[src/rtl/register_access_ctrl_if.sv]
// Register access controller bus interface.
// Carries the command handshake (valid/ready, op, rx, ry, imm), the register
// bank control/data signals and the completion status (done, err).
//   master : command issuer and register bank (drives commands and bank read data)
//   slave  : the controller (drives cmd_ready, bank controls, done, err)
interface register_access_ctrl_if #(
    parameter int DATA_W = 8,
    parameter int SEL_W  = 3
);
    logic              cmd_valid;
    logic              cmd_ready;
    logic [1:0]        cmd_op;
    logic [SEL_W-1:0]  cmd_rx;
    logic [SEL_W-1:0]  cmd_ry;
    logic [DATA_W-1:0] cmd_imm;

    logic [SEL_W-1:0]  bank_rx_sel;
    logic [SEL_W-1:0]  bank_ry_sel;
    logic              bank_read_en;
    logic              bank_write_en;
    logic              bank_indirect_en;
    logic [DATA_W-1:0] bank_wr_data;
    logic [DATA_W-1:0] bank_rx_data;
    logic [DATA_W-1:0] bank_ry_data;
    logic [DATA_W-1:0] bank_bus_data;

    logic              done;
    logic              err;

    modport master (
        output cmd_valid, cmd_op, cmd_rx, cmd_ry, cmd_imm,
        output bank_rx_data, bank_ry_data, bank_bus_data,
        input  cmd_ready, bank_rx_sel, bank_ry_sel, bank_read_en,
        input  bank_write_en, bank_indirect_en, bank_wr_data, done, err
    );

    modport slave (
        input  cmd_valid, cmd_op, cmd_rx, cmd_ry, cmd_imm,
        input  bank_rx_data, bank_ry_data, bank_bus_data,
        output cmd_ready, bank_rx_sel, bank_ry_sel, bank_read_en,
        output bank_write_en, bank_indirect_en, bank_wr_data, done, err
    );
endinterface

[src/rtl/register_access_ctrl.sv]
// Register access controller.
// Accepts one command at a time (WRITE_IMM, COPY, IND_LOAD, SWAP) and
// sequences the register bank controls to carry it out, then pulses done
// (with err for an aborted IND_LOAD).
// Ports:
//   clk  : clock, rising edge
//   rst  : asynchronous active-high reset
//   bus  : register_access_ctrl_if.slave (command handshake, bank controls, status)
//
// state | meaning
// IDLE  | cmd_ready=1, waiting for cmd_valid; latches the command fields
// EXEC  | first (or only) bank access of the latched command
// SWAP2 | second write of SWAP: old rx value (tmp) into ry
// DONE  | done pulse for one cycle, err reports an aborted command
module register_access_ctrl #(
    parameter int DATA_W = 8,
    parameter int SEL_W  = 3
) (
    input  logic                   clk,
    input  logic                   rst,
    register_access_ctrl_if.slave  bus
);
    typedef enum logic [1:0] {IDLE, EXEC, SWAP2, DONE} state_t;

    localparam logic [1:0] OP_WRITE_IMM = 2'b00;
    localparam logic [1:0] OP_COPY      = 2'b01;
    localparam logic [1:0] OP_IND_LOAD  = 2'b10;

    state_t            state_q, state_d;
    logic [1:0]        op_q, op_d;
    logic [SEL_W-1:0]  rx_q, rx_d;
    logic [SEL_W-1:0]  ry_q, ry_d;
    logic [DATA_W-1:0] imm_q, imm_d;
    logic [DATA_W-1:0] tmp_q, tmp_d;
    logic              err_q, err_d;

    logic              ready_c, read_en_c, write_en_c, indirect_en_c, done_c, err_c;
    logic [SEL_W-1:0]  rx_sel_c, ry_sel_c;
    logic [DATA_W-1:0] wr_data_c;
    logic              ptr_oob;

    // The pointer read from ry is out of range when any bit above the
    // selector width is set; a data word no wider than the selector can
    // never point outside the bank.
    assign ptr_oob = (DATA_W > SEL_W) ? ((bus.bank_ry_data >> SEL_W) != '0) : 1'b0;

    always_ff @(posedge clk or posedge rst) begin
        if (rst) begin
            state_q <= IDLE;
            op_q    <= '0;
            rx_q    <= '0;
            ry_q    <= '0;
            imm_q   <= '0;
            tmp_q   <= '0;
            err_q   <= 1'b0;
        end else begin
            state_q <= state_d;
            op_q    <= op_d;
            rx_q    <= rx_d;
            ry_q    <= ry_d;
            imm_q   <= imm_d;
            tmp_q   <= tmp_d;
            err_q   <= err_d;
        end
    end

    always_comb begin
        state_d       = state_q;
        op_d          = op_q;
        rx_d          = rx_q;
        ry_d          = ry_q;
        imm_d         = imm_q;
        tmp_d         = tmp_q;
        err_d         = err_q;
        ready_c       = 1'b0;
        read_en_c     = 1'b0;
        write_en_c    = 1'b0;
        indirect_en_c = 1'b0;
        done_c        = 1'b0;
        err_c         = 1'b0;
        rx_sel_c      = '0;
        ry_sel_c      = '0;
        wr_data_c     = '0;

        case (state_q)
            IDLE: begin
                ready_c = 1'b1;
                if (bus.cmd_valid) begin
                    op_d    = bus.cmd_op;
                    rx_d    = bus.cmd_rx;
                    ry_d    = bus.cmd_ry;
                    imm_d   = bus.cmd_imm;
                    err_d   = 1'b0;
                    state_d = EXEC;
                end
            end
            EXEC: begin
                rx_sel_c = rx_q;
                state_d  = DONE;
                case (op_q)
                    OP_WRITE_IMM: begin
                        wr_data_c  = imm_q;
                        write_en_c = 1'b1;
                    end
                    OP_COPY, OP_IND_LOAD: begin
                        read_en_c     = 1'b1;
                        indirect_en_c = (op_q == OP_IND_LOAD);
                        ry_sel_c      = ry_q;
                        wr_data_c     = bus.bank_bus_data;
                        if ((op_q == OP_IND_LOAD) && ptr_oob) begin
                            err_d = 1'b1;
                        end else begin
                            write_en_c = 1'b1;
                        end
                    end
                    default: begin
                        // SWAP, first half: ry value into rx, keep old rx in tmp.
                        ry_sel_c   = ry_q;
                        wr_data_c  = bus.bank_ry_data;
                        write_en_c = 1'b1;
                        tmp_d      = bus.bank_rx_data;
                        state_d    = SWAP2;
                    end
                endcase
            end
            SWAP2: begin
                rx_sel_c   = ry_q;
                wr_data_c  = tmp_q;
                write_en_c = 1'b1;
                state_d    = DONE;
            end
            default: begin
                done_c  = 1'b1;
                err_c   = err_q;
                state_d = IDLE;
            end
        endcase
    end

    // Reset gates the handshake and write strobe combinationally so a
    // mid-cycle reset drops them without waiting for the state register.
    assign bus.cmd_ready        = ready_c & ~rst;
    assign bus.bank_read_en     = read_en_c & ~rst;
    assign bus.bank_write_en    = write_en_c & ~rst;
    assign bus.bank_indirect_en = indirect_en_c & ~rst;
    assign bus.done             = done_c & ~rst;
    assign bus.err              = err_c & ~rst;
    assign bus.bank_rx_sel      = rx_sel_c;
    assign bus.bank_ry_sel      = ry_sel_c;
    assign bus.bank_wr_data     = wr_data_c;
endmodule

[src/flat_wrapper.sv]
// flat-port wrapper written by rule: the top's interface ports become plain ports
module register_access_ctrl_flat 
#(
    parameter int DATA_W = 8,
    parameter int SEL_W  = 3
)
  (clk, rst, bus_cmd_valid, bus_cmd_op, bus_cmd_rx, bus_cmd_ry, bus_cmd_imm, bus_bank_rx_data, bus_bank_ry_data, bus_bank_bus_data, bus_cmd_ready, bus_bank_rx_sel, bus_bank_ry_sel, bus_bank_read_en, bus_bank_write_en, bus_bank_indirect_en, bus_bank_wr_data, bus_done, bus_err);
  register_access_ctrl_if #(.DATA_W(DATA_W), .SEL_W(SEL_W)) bus_i ();
  input  logic clk;
  input  logic rst;
  input wire logic [$bits(bus_i.cmd_valid)-1:0] bus_cmd_valid;
  input wire logic [$bits(bus_i.cmd_op)-1:0] bus_cmd_op;
  input wire logic [$bits(bus_i.cmd_rx)-1:0] bus_cmd_rx;
  input wire logic [$bits(bus_i.cmd_ry)-1:0] bus_cmd_ry;
  input wire logic [$bits(bus_i.cmd_imm)-1:0] bus_cmd_imm;
  input wire logic [$bits(bus_i.bank_rx_data)-1:0] bus_bank_rx_data;
  input wire logic [$bits(bus_i.bank_ry_data)-1:0] bus_bank_ry_data;
  input wire logic [$bits(bus_i.bank_bus_data)-1:0] bus_bank_bus_data;
  output wire logic [$bits(bus_i.cmd_ready)-1:0] bus_cmd_ready;
  output wire logic [$bits(bus_i.bank_rx_sel)-1:0] bus_bank_rx_sel;
  output wire logic [$bits(bus_i.bank_ry_sel)-1:0] bus_bank_ry_sel;
  output wire logic [$bits(bus_i.bank_read_en)-1:0] bus_bank_read_en;
  output wire logic [$bits(bus_i.bank_write_en)-1:0] bus_bank_write_en;
  output wire logic [$bits(bus_i.bank_indirect_en)-1:0] bus_bank_indirect_en;
  output wire logic [$bits(bus_i.bank_wr_data)-1:0] bus_bank_wr_data;
  output wire logic [$bits(bus_i.done)-1:0] bus_done;
  output wire logic [$bits(bus_i.err)-1:0] bus_err;
  assign bus_i.cmd_valid = bus_cmd_valid;
  assign bus_i.cmd_op = bus_cmd_op;
  assign bus_i.cmd_rx = bus_cmd_rx;
  assign bus_i.cmd_ry = bus_cmd_ry;
  assign bus_i.cmd_imm = bus_cmd_imm;
  assign bus_i.bank_rx_data = bus_bank_rx_data;
  assign bus_i.bank_ry_data = bus_bank_ry_data;
  assign bus_i.bank_bus_data = bus_bank_bus_data;
  assign bus_cmd_ready = bus_i.cmd_ready;
  assign bus_bank_rx_sel = bus_i.bank_rx_sel;
  assign bus_bank_ry_sel = bus_i.bank_ry_sel;
  assign bus_bank_read_en = bus_i.bank_read_en;
  assign bus_bank_write_en = bus_i.bank_write_en;
  assign bus_bank_indirect_en = bus_i.bank_indirect_en;
  assign bus_bank_wr_data = bus_i.bank_wr_data;
  assign bus_done = bus_i.done;
  assign bus_err = bus_i.err;
  register_access_ctrl #(.DATA_W(DATA_W), .SEL_W(SEL_W)) u_core (.clk(clk), .rst(rst), .bus(bus_i));
endmodule
[config.mk]
export PLATFORM = sky130hd
export DESIGN_NAME = register_access_ctrl_flat
export DESIGN_NICKNAME = d
export VERILOG_FILES = /design/src/rtl/register_access_ctrl_if.sv /design/src/rtl/register_access_ctrl.sv /design/src/flat_wrapper.sv
export SDC_FILE = /design/constraint.sdc
export NUM_CORES = 1
export LEC_CHECK = 0
export BUFFER_PORTS_ARGS = -buffer_cell sky130_fd_sc_hd__buf_4
export CAP_MARGIN = 40
export CORE_UTILIZATION = 51
export DETAILED_ROUTE_END_ITERATION = 8
export PLACE_DENSITY = 0.83
export SYNTH_ARGS = -nofsm -noshare
export SYNTH_HDL_FRONTEND = slang
export SYNTH_SLANG_ARGS = --single-unit
[constraint.sdc]
create_clock -name clk -period 2.8 [get_ports clk]
set_input_delay 0.14 -clock clk [delete_from_list [all_inputs] [get_ports clk]]
set_output_delay 0.14 -clock clk [all_outputs]
set_load 0.01 [all_outputs]
Word-level counts from Yosys, hierarchy flattened
Index checks and enable logic that the tools add are counted.

Multiplexer cells: 22. Bitwise operators: 8. Reduce and logical (&&, ||, !) cells: 11. Equal/unequal tests: 7.

Operators by type and width (number): 8-bit case mux with 2 select lines (2); 1-bit 2-to-1 mux (13); 8-bit nonzero test (1); 1-bit AND (6); 3-bit 2-to-1 mux (2); 2-bit case mux with 3 select lines (1); 3-bit case mux with 2 select lines (1); 3-bit OR reduction (2); 2-bit by 1-bit == test with 1-bit output (second input constant) (2); 2-bit == test (second input constant) (2); 2-bit logical NOT (2); 2-bit by 1-bit inequality test with 1-bit output (second input constant) (2); 1-bit case mux with 2 select lines (2); 2-bit AND reduction (2); 4-bit AND reduction (1); 2-bit 2-to-1 mux (1); 2-bit inequality test (second input constant) (1); 1-bit NOT (2); 2-bit nonzero test (1); 2-bit OR reduction (1); 1-bit logical AND (1).

Flip-flop bits (word level): 27. Output and inout port bits: 20. Bits of input ports: 43. Logic and storage cells: 55.

Longest topological paths before layout
Gate-level depths: netlist (run 1).

Depth after elaboration: 6. Depth in mapped cells: 7. Mapped depth without buffers: 5.

Worst setup path after synthesis (run 1)
Ideal clock, no wire load.

Path type: flip-flop to output port. Start point: register u_core.op_q[0]. End point: output bus_bank_wr_data[0]. Path buffers: 1. Stages on the path, launching flop included: 7. Arrival: 1.430 ns. Path slack: 1.230 ns. Cell sequence: dfrtp_1 -> inv_1 -> ha_1 -> clkbuf_1 -> a22o_1 -> a222oi_1 -> nor2b_1.

Cells in the longest elaborated chain, start to end: 4. Elaborated cells between the ends (all ways): 6.

RTL lines: from (decl) (RTL line register_access_ctrl.sv:30) `logic [1:0] op_q, op_d;`; from (signal assigned) (RTL line register_access_ctrl.sv:58) `op_q <= op_d;`; 2-bit by 1-bit == test with 1-bit output / 2-bit == test (equally long branches) (RTL line register_access_ctrl.sv:100) `case (op_q)`; 2-bit OR reduction (RTL line register_access_ctrl.sv:100); 8-bit case mux with 2 select lines * (RTL line register_access_ctrl.sv:100); 8-bit case mux with 2 select lines * (RTL line register_access_ctrl.sv:85) `case (state_q)`; to (decl) (RTL line flat_wrapper.sv:25) `output wire logic [$bits(bus_i.bank_wr_data)-1:0] bus_bank_wr_data;`.

Mark *: on every way between the ends. The rest lies on a longest branch, timed or not.

Final worst setup path (run 1)
Start point: register u_core.state_q[1]. End point: output bus_bank_wr_data[7].

Cells in the longest elaborated chain, start to end: 2. Elaborated cells between the ends (all ways): 3.

RTL lines: from (decl) (RTL line register_access_ctrl.sv:29) `state_t state_q, state_d;`; from (signal assigned) (RTL line register_access_ctrl.sv:57) `state_q <= state_d;`; 2-bit == test / 2-bit by 1-bit == test with 1-bit output (equally long branches) (RTL line register_access_ctrl.sv:85); 8-bit case mux with 2 select lines * (RTL line register_access_ctrl.sv:85).

Marked as above.

==> results.txt, run 1 <==
By area, the combinational part of the netlist is dominated by multiplexers. After detailed routing, the number of remaining DRC violations is 0. The via count came out at approximately 1.3k. Leaving out fill and tap cells, the most frequent cell in the layout is buf_4.

The first global-routing pass estimated around 5.8 mm of wire. The count of maximum capacitance violations came out at 0. Traced cell by cell, the critical path runs through inv_1, ha_1, and2_1, a222oi_1, nor2b_1, buf_4. The final count of hold timing violations is 0. The slowest library cell on the worst path is and2_1. Of the total synthesized cell area, the portion taken by AND, OR, NAND and NOR gates is about an eighth. The total area inside the core boundary comes to 2780 µm². The net count after synthesis is 181. In this run the power density over the cells is just over 1000 nW/µm².

The horizontal die dimension came out at 56.6 µm. The fraction of synthesized cell area in xor and xnor cells is 0%. The worst setup path is captured at an output pin.

The cell-internal power came out at about 1.3 mW. After clock tree synthesis, the repair step resized 0 gates. The clock-pin slew on the worst setup and hold paths is ~0.14 ns. The sequential cell area in the final layout is roughly 680 µm². The die boundary height came out at roughly 57 µm. The setup path with the least slack is of type reg2out. Setup repair after global routing left no endpoint under its margin. The number of levels in the clock H-tree came out at 1. The transition time of the tightest slew-check pin came out at between 0.6 and 0.7 ns. The sequential share of power came out at 34.4%. The number of antenna violations at the first check in global routing is 0. The placed instances occupy a cell area of about 2000 µm². After routing, the total negative slack on setup checks comes to 0 ns. The finished cells cover 2020 µm². STA puts the critical path data arrival time at 2.32 ns. The number of CTS-inserted buffers is 3. The number of I/O port buffers came out at 62. In this run the static leakage power is between 0.9 and 1 nW. The final count of negative-setup-slack endpoints came out at 0. The net switching fraction of the power came out at between 30% and 40%.

The first-pass detailed-route iteration total came out at 4. The count of fill cells added during filler insertion came out at roughly 210. The startpoint type of the worst setup path is a flop. Based on the critical path, the design can be clocked at up to a little over 0.4 GHz. The number of warning messages in the yosys log is 0. The area growth from synthesis to final layout is 33.0%. Across the VDD grid, the largest voltage drop is around 0.00084 V. The post-route antenna net violation count is 0.

Sequential cells were found to cover 44.4% of the synthesized design area. Summing every instance area after synthesis gives 1520 µm². Summed over all nets, the switching power comes to ~0.8 mW. The data required time of the critical path came out at roughly 2.7 ns. The overall overflow remaining after global route came out at 0.

The detailed-route vias per instance came out at 5.74. 0 antenna diodes ended up in the layout. The worst clock skew on the final layout is 0.00210 ns. The number of placed I/O pins is 63. After the first detailed-routing iteration, the DRC count stood at 64. The tightest slew margin relative to the limit came out at between 50% and 60%.

The maximum buffer depth of the clock tree came out at 2. The flow ran to the end, and the final reports show no timing, DRC or antenna violations. Among cell families on the critical path, the largest total delay comes from simple AND/OR/NAND/NOR gates. The multi-input combinational cell area is between 700 and 800 µm². The mux cell area share after synthesis is between 10% and 20%. Leaving out fill and tap cells, the most frequent cells in the layout are buf_4, dfrtp_1, mux2_2. The floorplan die area is between 3000 and 4000 µm². The weighted congestion reported at the end of routability-driven placement came out at 0.959. Counting both buffers and inverters, the worst setup path holds a total of 2.

The number of nets in the finished design is 241. Summed over all layers, the routed wires come to about 3.6 mm. The final cell count without fillers came out at between 200 and 250. The HPWL after detailed placement is 2.75 mm.

The starting utilization of the core area came out at 54.7%. The post-CTS setup buffer count is 0. In the final layout, the share of cells above drive strength 1 is about half.

The number of placed cells counting well taps is 215. The tree is rooted in a clkbuf_4. The final clock period utilization by the worst path is 87.9%. Each instance of the synthesized netlist takes up on average between 10 and 15 µm². The path class of the tightest hold or removal check is in2reg. Summing the areas of all compound-gate instances in the mapped netlist gives between 10% and 20% of the synthesized area. The CTS tree is built. The mean routed wirelength per cell is approximately 17 µm.

The synthesized instance count came out at between 100 and 150. The pin count of the biggest net entering global routing is 31. The post-cts hold buffer count came out at 1. The maximum cell stage delay along the critical path came out at 0.58 ns. The post-route minimum period came out at approximately 2.5 ns.

The final-report max-slew violation count came out at 0. The post-synthesis share of cell area spent on full adders, half adders and majority gates came out at 6.58%. The number of global-route vias before repair is roughly 1.2k. The fraction of power consumed by the clock network came out at approximately 8%. The count of unique library cells instantiated by Yosys is 24. The biggest fanout along the worst timing path is 16.

The number of clock sinks seen by CTS came out at 27. The number of cell rows is 19. Synthesis inferred 27 register bits. The combinational power share came out at around 57%. The global-route usage over all layers came out at about a quarter. The source-to-sink clock delay at the later pin of the worst-skew pair came out at approximately 0.32 ns.
==> final cells by class <==
| type | count | area share, % |
|---|---|---|
| Multi-Input combinational cell | 89 | 38.6 |
| Tap cell | 31 | 1.92 |
| Clock buffer | 4 | 1.30 |
| Sequential cell | 27 | 33.4 |
| Inverter | 5 | 0.928 |
| Timing Repair Buffer | 64 | 23.9 |
==> power by group through the flow <==
stage | Sequential (mW) | Combinational [mW] | Clock, mW
floorplan | 0.677 | 0.851 | 0
global placement | 0.711 | 1.15 | 0
detailed placement | 0.725 | 1.19 | 0
CTS | 0.715 | 1.20 | 0.173
global route | 0.739 | 1.30 | 0.189
finish | 0.719 | 1.20 | 0.170
==> metrics by stage <==
step	hold slack [ns]	power [mW]	util, %	setup WS [ns]
floorplan	0.212	1.53	-	1.23
global placement	0.244	1.86	71.4	0.854
detailed placement	0.254	1.91	71.4	0.756
CTS	0.0310	2.08	72.7	0.363
global route	0.0145	2.22	72.7	0.155
finish	0.0331	2.09	72.7	0.339
==> worst paths after layout <==
kind	from	end	slack (ns)	cells after the start
min reg2reg	u_core.rx_q[2]	u_core.rx_q[2]	0.53	1
min	bus_cmd_ry[0]	u_core.ry_q[0]	0.03	2
max	u_core.state_q[1]	bus_bank_wr_data[7]	0.34	6
max reg2reg	u_core.state_q[1]	u_core.tmp_q[6]	0.79	4
max in group asynchronous	rst	u_core.imm_q[3]	2.09	4
min in group asynchronous	rst	u_core.tmp_q[6]	0.44	4
==> state kept, by name, summed over array words and instances, names as in the netlist <==
register and flops:
u_core.state_q 2, u_core.op_q 2, u_core.imm_q 8, u_core.err_q 1, u_core.tmp_q 8, u_core.ry_q 3
u_core.rx_q 3
==> layer usage <==
metal | wire length (µm) | global-route usage [%]
met1 | 1590 | 31.7
met2 | 1860 | 39.7
met3 | 164 | 3.00
met4 | 34 | 6.62
met5 | 0 | 0
==> logic make-up (layout without fill, tap and decap cells) <==
group	count (synthesis)	after routing
multiplexers	25	25
AND/OR/NAND/NOR	30	30
flip-flops	27	27
buffers and inverters	14	73
AO/OA/AOI/OAI	26	26
adder cells (fa/ha/maj)	8	8
==> synthesized netlist by cell type (all sizes together) <==
cell type,instances,area share (%)
dfrtp,27,44
mux2,24,18
nor2b,15,6.2
a222oi,8,5.3
a22o,8,4.6
ha,8,6.6
and2,5,2.1
buf,5,2.1
inv,5,1.2
clkbuf,4,0.99
o21ai,4,1.3
a22oi,3,1.5
nand2,3,0.91
and3,2,0.82
nor2,2,0.49
a21bo,1,0.66
mux2i,1,0.66
nand2b,1,0.41
nand4,1,0.41
o211a,1,0.66
o31a,1,0.58
or4,1,0.49
Power figures use the tool's default switching activity.
==> run 2, diff against run 1 <==
GPL_TIMING_DRIVEN = 0   (was default)
==> results.txt, run 2 (synthesis results as in run 1) <==
The flow ran to the end, and the final reports show no timing, DRC or antenna violations. The starting utilization of the core area is 54.7% (unchanged). The worst clock skew on the final layout came to 0.00436 ns (+0.00227 ns).

STA classifies the critical path endpoint as an output pin. The maximum buffer depth of the clock tree is 2 (unchanged). The sequential cell area in the final layout is 676 µm² (unchanged). The weighted congestion reported at the end of routability-driven placement came out at 0.919 (-4.2%).

The multi-input combinational cell area is 781 µm² (unchanged). The startpoint type of the worst setup path is a flop. The source-to-sink clock delay at the later pin of the worst-skew pair came out at 0.33 ns (about the same).

The maximum resistive drop on vdd came out at 0.000776 V (-8.0%). The post-route worst setup slack came out at 0.553 ns (+0.214 ns). The overall overflow remaining after global route came out at 0 (unchanged).

TritonCTS built the clock tree. The pin count of the biggest net entering global routing is 22 (-29%). The number of placed I/O pins is 63 (unchanged). The number of cell rows is 19 (unchanged).

The tightest slew margin relative to the limit was 68.3% (+8.5 points). The number of global-route vias before repair came out at 1289 (+5.7%). The placement-stage worst setup slack came out at 0.918 ns (+0.161 ns). The clock-pin slew on the worst setup and hold paths came out at 0.15 ns (about the same). The number of antenna violations at the first check in global routing came out at 0 (unchanged). The number of remaining DRC errors came out at 0 (unchanged). The die boundary height is 56.6 µm (unchanged).

The final count of negative-setup-slack endpoints came to 0 (unchanged). The final clock period utilization by the worst path is 80.2% (-7.6 points). The sum of internal, switching and leakage power came out at 2.12 mW (+1.4%). The first-pass detailed-route iteration total came out at 4 (unchanged). The core region area came out at 2780 µm² (unchanged).

The post-route minimum period is 2.25 ns (-0.214 ns). The maximum cell stage delay along the critical path is 0.40 ns (-0.18 ns). The most common cell after layout, fill and taps aside is buf_4. The number of nets in the finished design came out at 250 (+3.7%). The mean routed wirelength per cell is 15.6 µm (-5.7%). The signal on the critical path passes through inv_1, ha_1, clkbuf_1, a22o_1, a222oi_1, nor2b_1, buf_4. The peak clock frequency supported by timing is 0.445 GHz (+9.5%).

The detailed-route vias per instance is 5.59 (-2.6%). The static leakage is 1.03 nW (+3.7%). The share of final-layout standard cells stronger than drive strength 1 came out at 49.0% (+0.31 points). The transition time of the tightest slew-check pin came out at 0.476 ns (-0.128 ns).

The count of fill cells added during filler insertion came to 207 (+0.98%). The final routed wirelength across all metal layers is 3.58 mm (-1.8%). The global-route wire length before repair came to 5.62 mm (-3.2%). The final count of hold timing violations is 0 (unchanged).

The total power density per cell area is 1010 nW/µm² (-1.8%). The final HPWL from detailed placement came to 2.77 mm (+0.82%). The number of clock sinks seen by CTS came out at 27 (unchanged).

The library cells used most frequently in the layout, excluding fill and tap cells, are buf_4, dfrtp_1, mux2_2. The worst path arrival time came out at 2.11 ns (-0.21 ns). The global-route usage over all layers is 23.1% (-0.38 points). The slowest stage of the critical path belongs to the cell dfrtp_1. The register-to-register setup slack came out at 1.05 ns (+0.26 ns).

The post-route antenna net violation count came out at 0 (unchanged). The data required time of the critical path is 2.66 ns (about the same). The area growth from synthesis to final layout is 37.3%. In this run the worst hold path is classified as in2reg.

Setup repair after global routing left no endpoint under its margin. The number of inserted diodes is 0 (unchanged). The post-route worst hold slack is 0.0242 ns (-0.00889 ns). The setup total negative slack came out at 0 ns (unchanged). The number of levels in the clock H-tree came out at 1 (unchanged). The via count was 1280 (+1.3%). In the final layout, the registers with the most flip-flops are u_core.imm_q: 8 flops, u_core.tmp_q: 8 flops. The count of maximum capacitance violations is 0 (unchanged). The biggest fanout along the worst timing path came out at 10 (-6). The setup path with the least slack is of type reg2out. The number of I/O port buffers came out at 62 (unchanged).

The horizontal die dimension came out at 56.6 µm (unchanged). The floorplan die area is 3210 µm² (unchanged). The detailed router's first-iteration violation count came to 43 (-33%). The number of CTS-inserted buffers is 3 (unchanged).

The final-report max-slew violation count is 0 (unchanged). The root buffer cell chosen for the clock tree is clkbuf_4.
## run 2: cell type report
| type | instances | share of cell area [%] |
|---|---|---|
| multi-input cells | 89 | 37.4 |
| repair buffers | 64 | 24.1 |
| plain buffers | 9 | 2.22 |
| inverters | 5 | 0.898 |
| clock buffers | 4 | 1.26 |
| flip-flops and latches | 27 | 32.3 |
| well taps | 31 | 1.86 |
## run 2: path summary, 6_finish.rpt
kind / depth (start not counted) / startpoint / endpoint
setup / recovery: 7 / u_core.op_q[0] / bus_bank_wr_data[1]
hold / removal: 2 / bus_cmd_imm[4] / u_core.imm_q[4]
setup reg to reg: 5 / u_core.state_q[0] / u_core.ry_q[0]
hold reg to reg: 1 / u_core.rx_q[2] / u_core.rx_q[2]
max in group asynchronous: 4 / rst / u_core.state_q[0]
min in group asynchronous: 3 / rst / u_core.err_q
## run 2: per-layer routing
layer | track usage (%) | wire (µm)
met1 | 30.1 | 1560
met2 | 37.8 | 1720
met3 | 3.92 | 206
met4 | 10.1 | 86
met5 | 0 | 0
## run 2: what timing repair did
action,in CTS,in global routing
setup buffers,0,0
hold buffers,1,0
endpoints found under the hold margin,6,0
endpoints found under the setup margin,0,0
resized for setup,0,0
## run 2: power by group
| group | switching (mW) | internal (mW) |
|---|---|---|
| Clock | 0.118 | 0.0560 |
| Sequential | 0.128 | 0.587 |
| Combinational | 0.562 | 0.664 |
## run 2: worst max-delay path, delay by kind of cell, from the launching register on
kind | cells | cell delay, ns
AO/OA/AOI/OAI | 2 | 0.54
adder cells (fa/ha/maj) | 1 | 0.30
buffers and inverters | 3 | 0.46
flip-flops | 1 | 0.40
AND/OR/NAND/NOR | 1 | 0.08
## run 2: stage by stage
step | util, % | instance area, µm² | cells
after global placement | 72.8 | 2030 | 223
after floorplan | - | 1520 | 130
after CTS | 75.1 | 2090 | 229
final | 75.1 | 2090 | 229
after global routing | 75.1 | 2090 | 229
after detailed placement | 73.8 | 2050 | 224
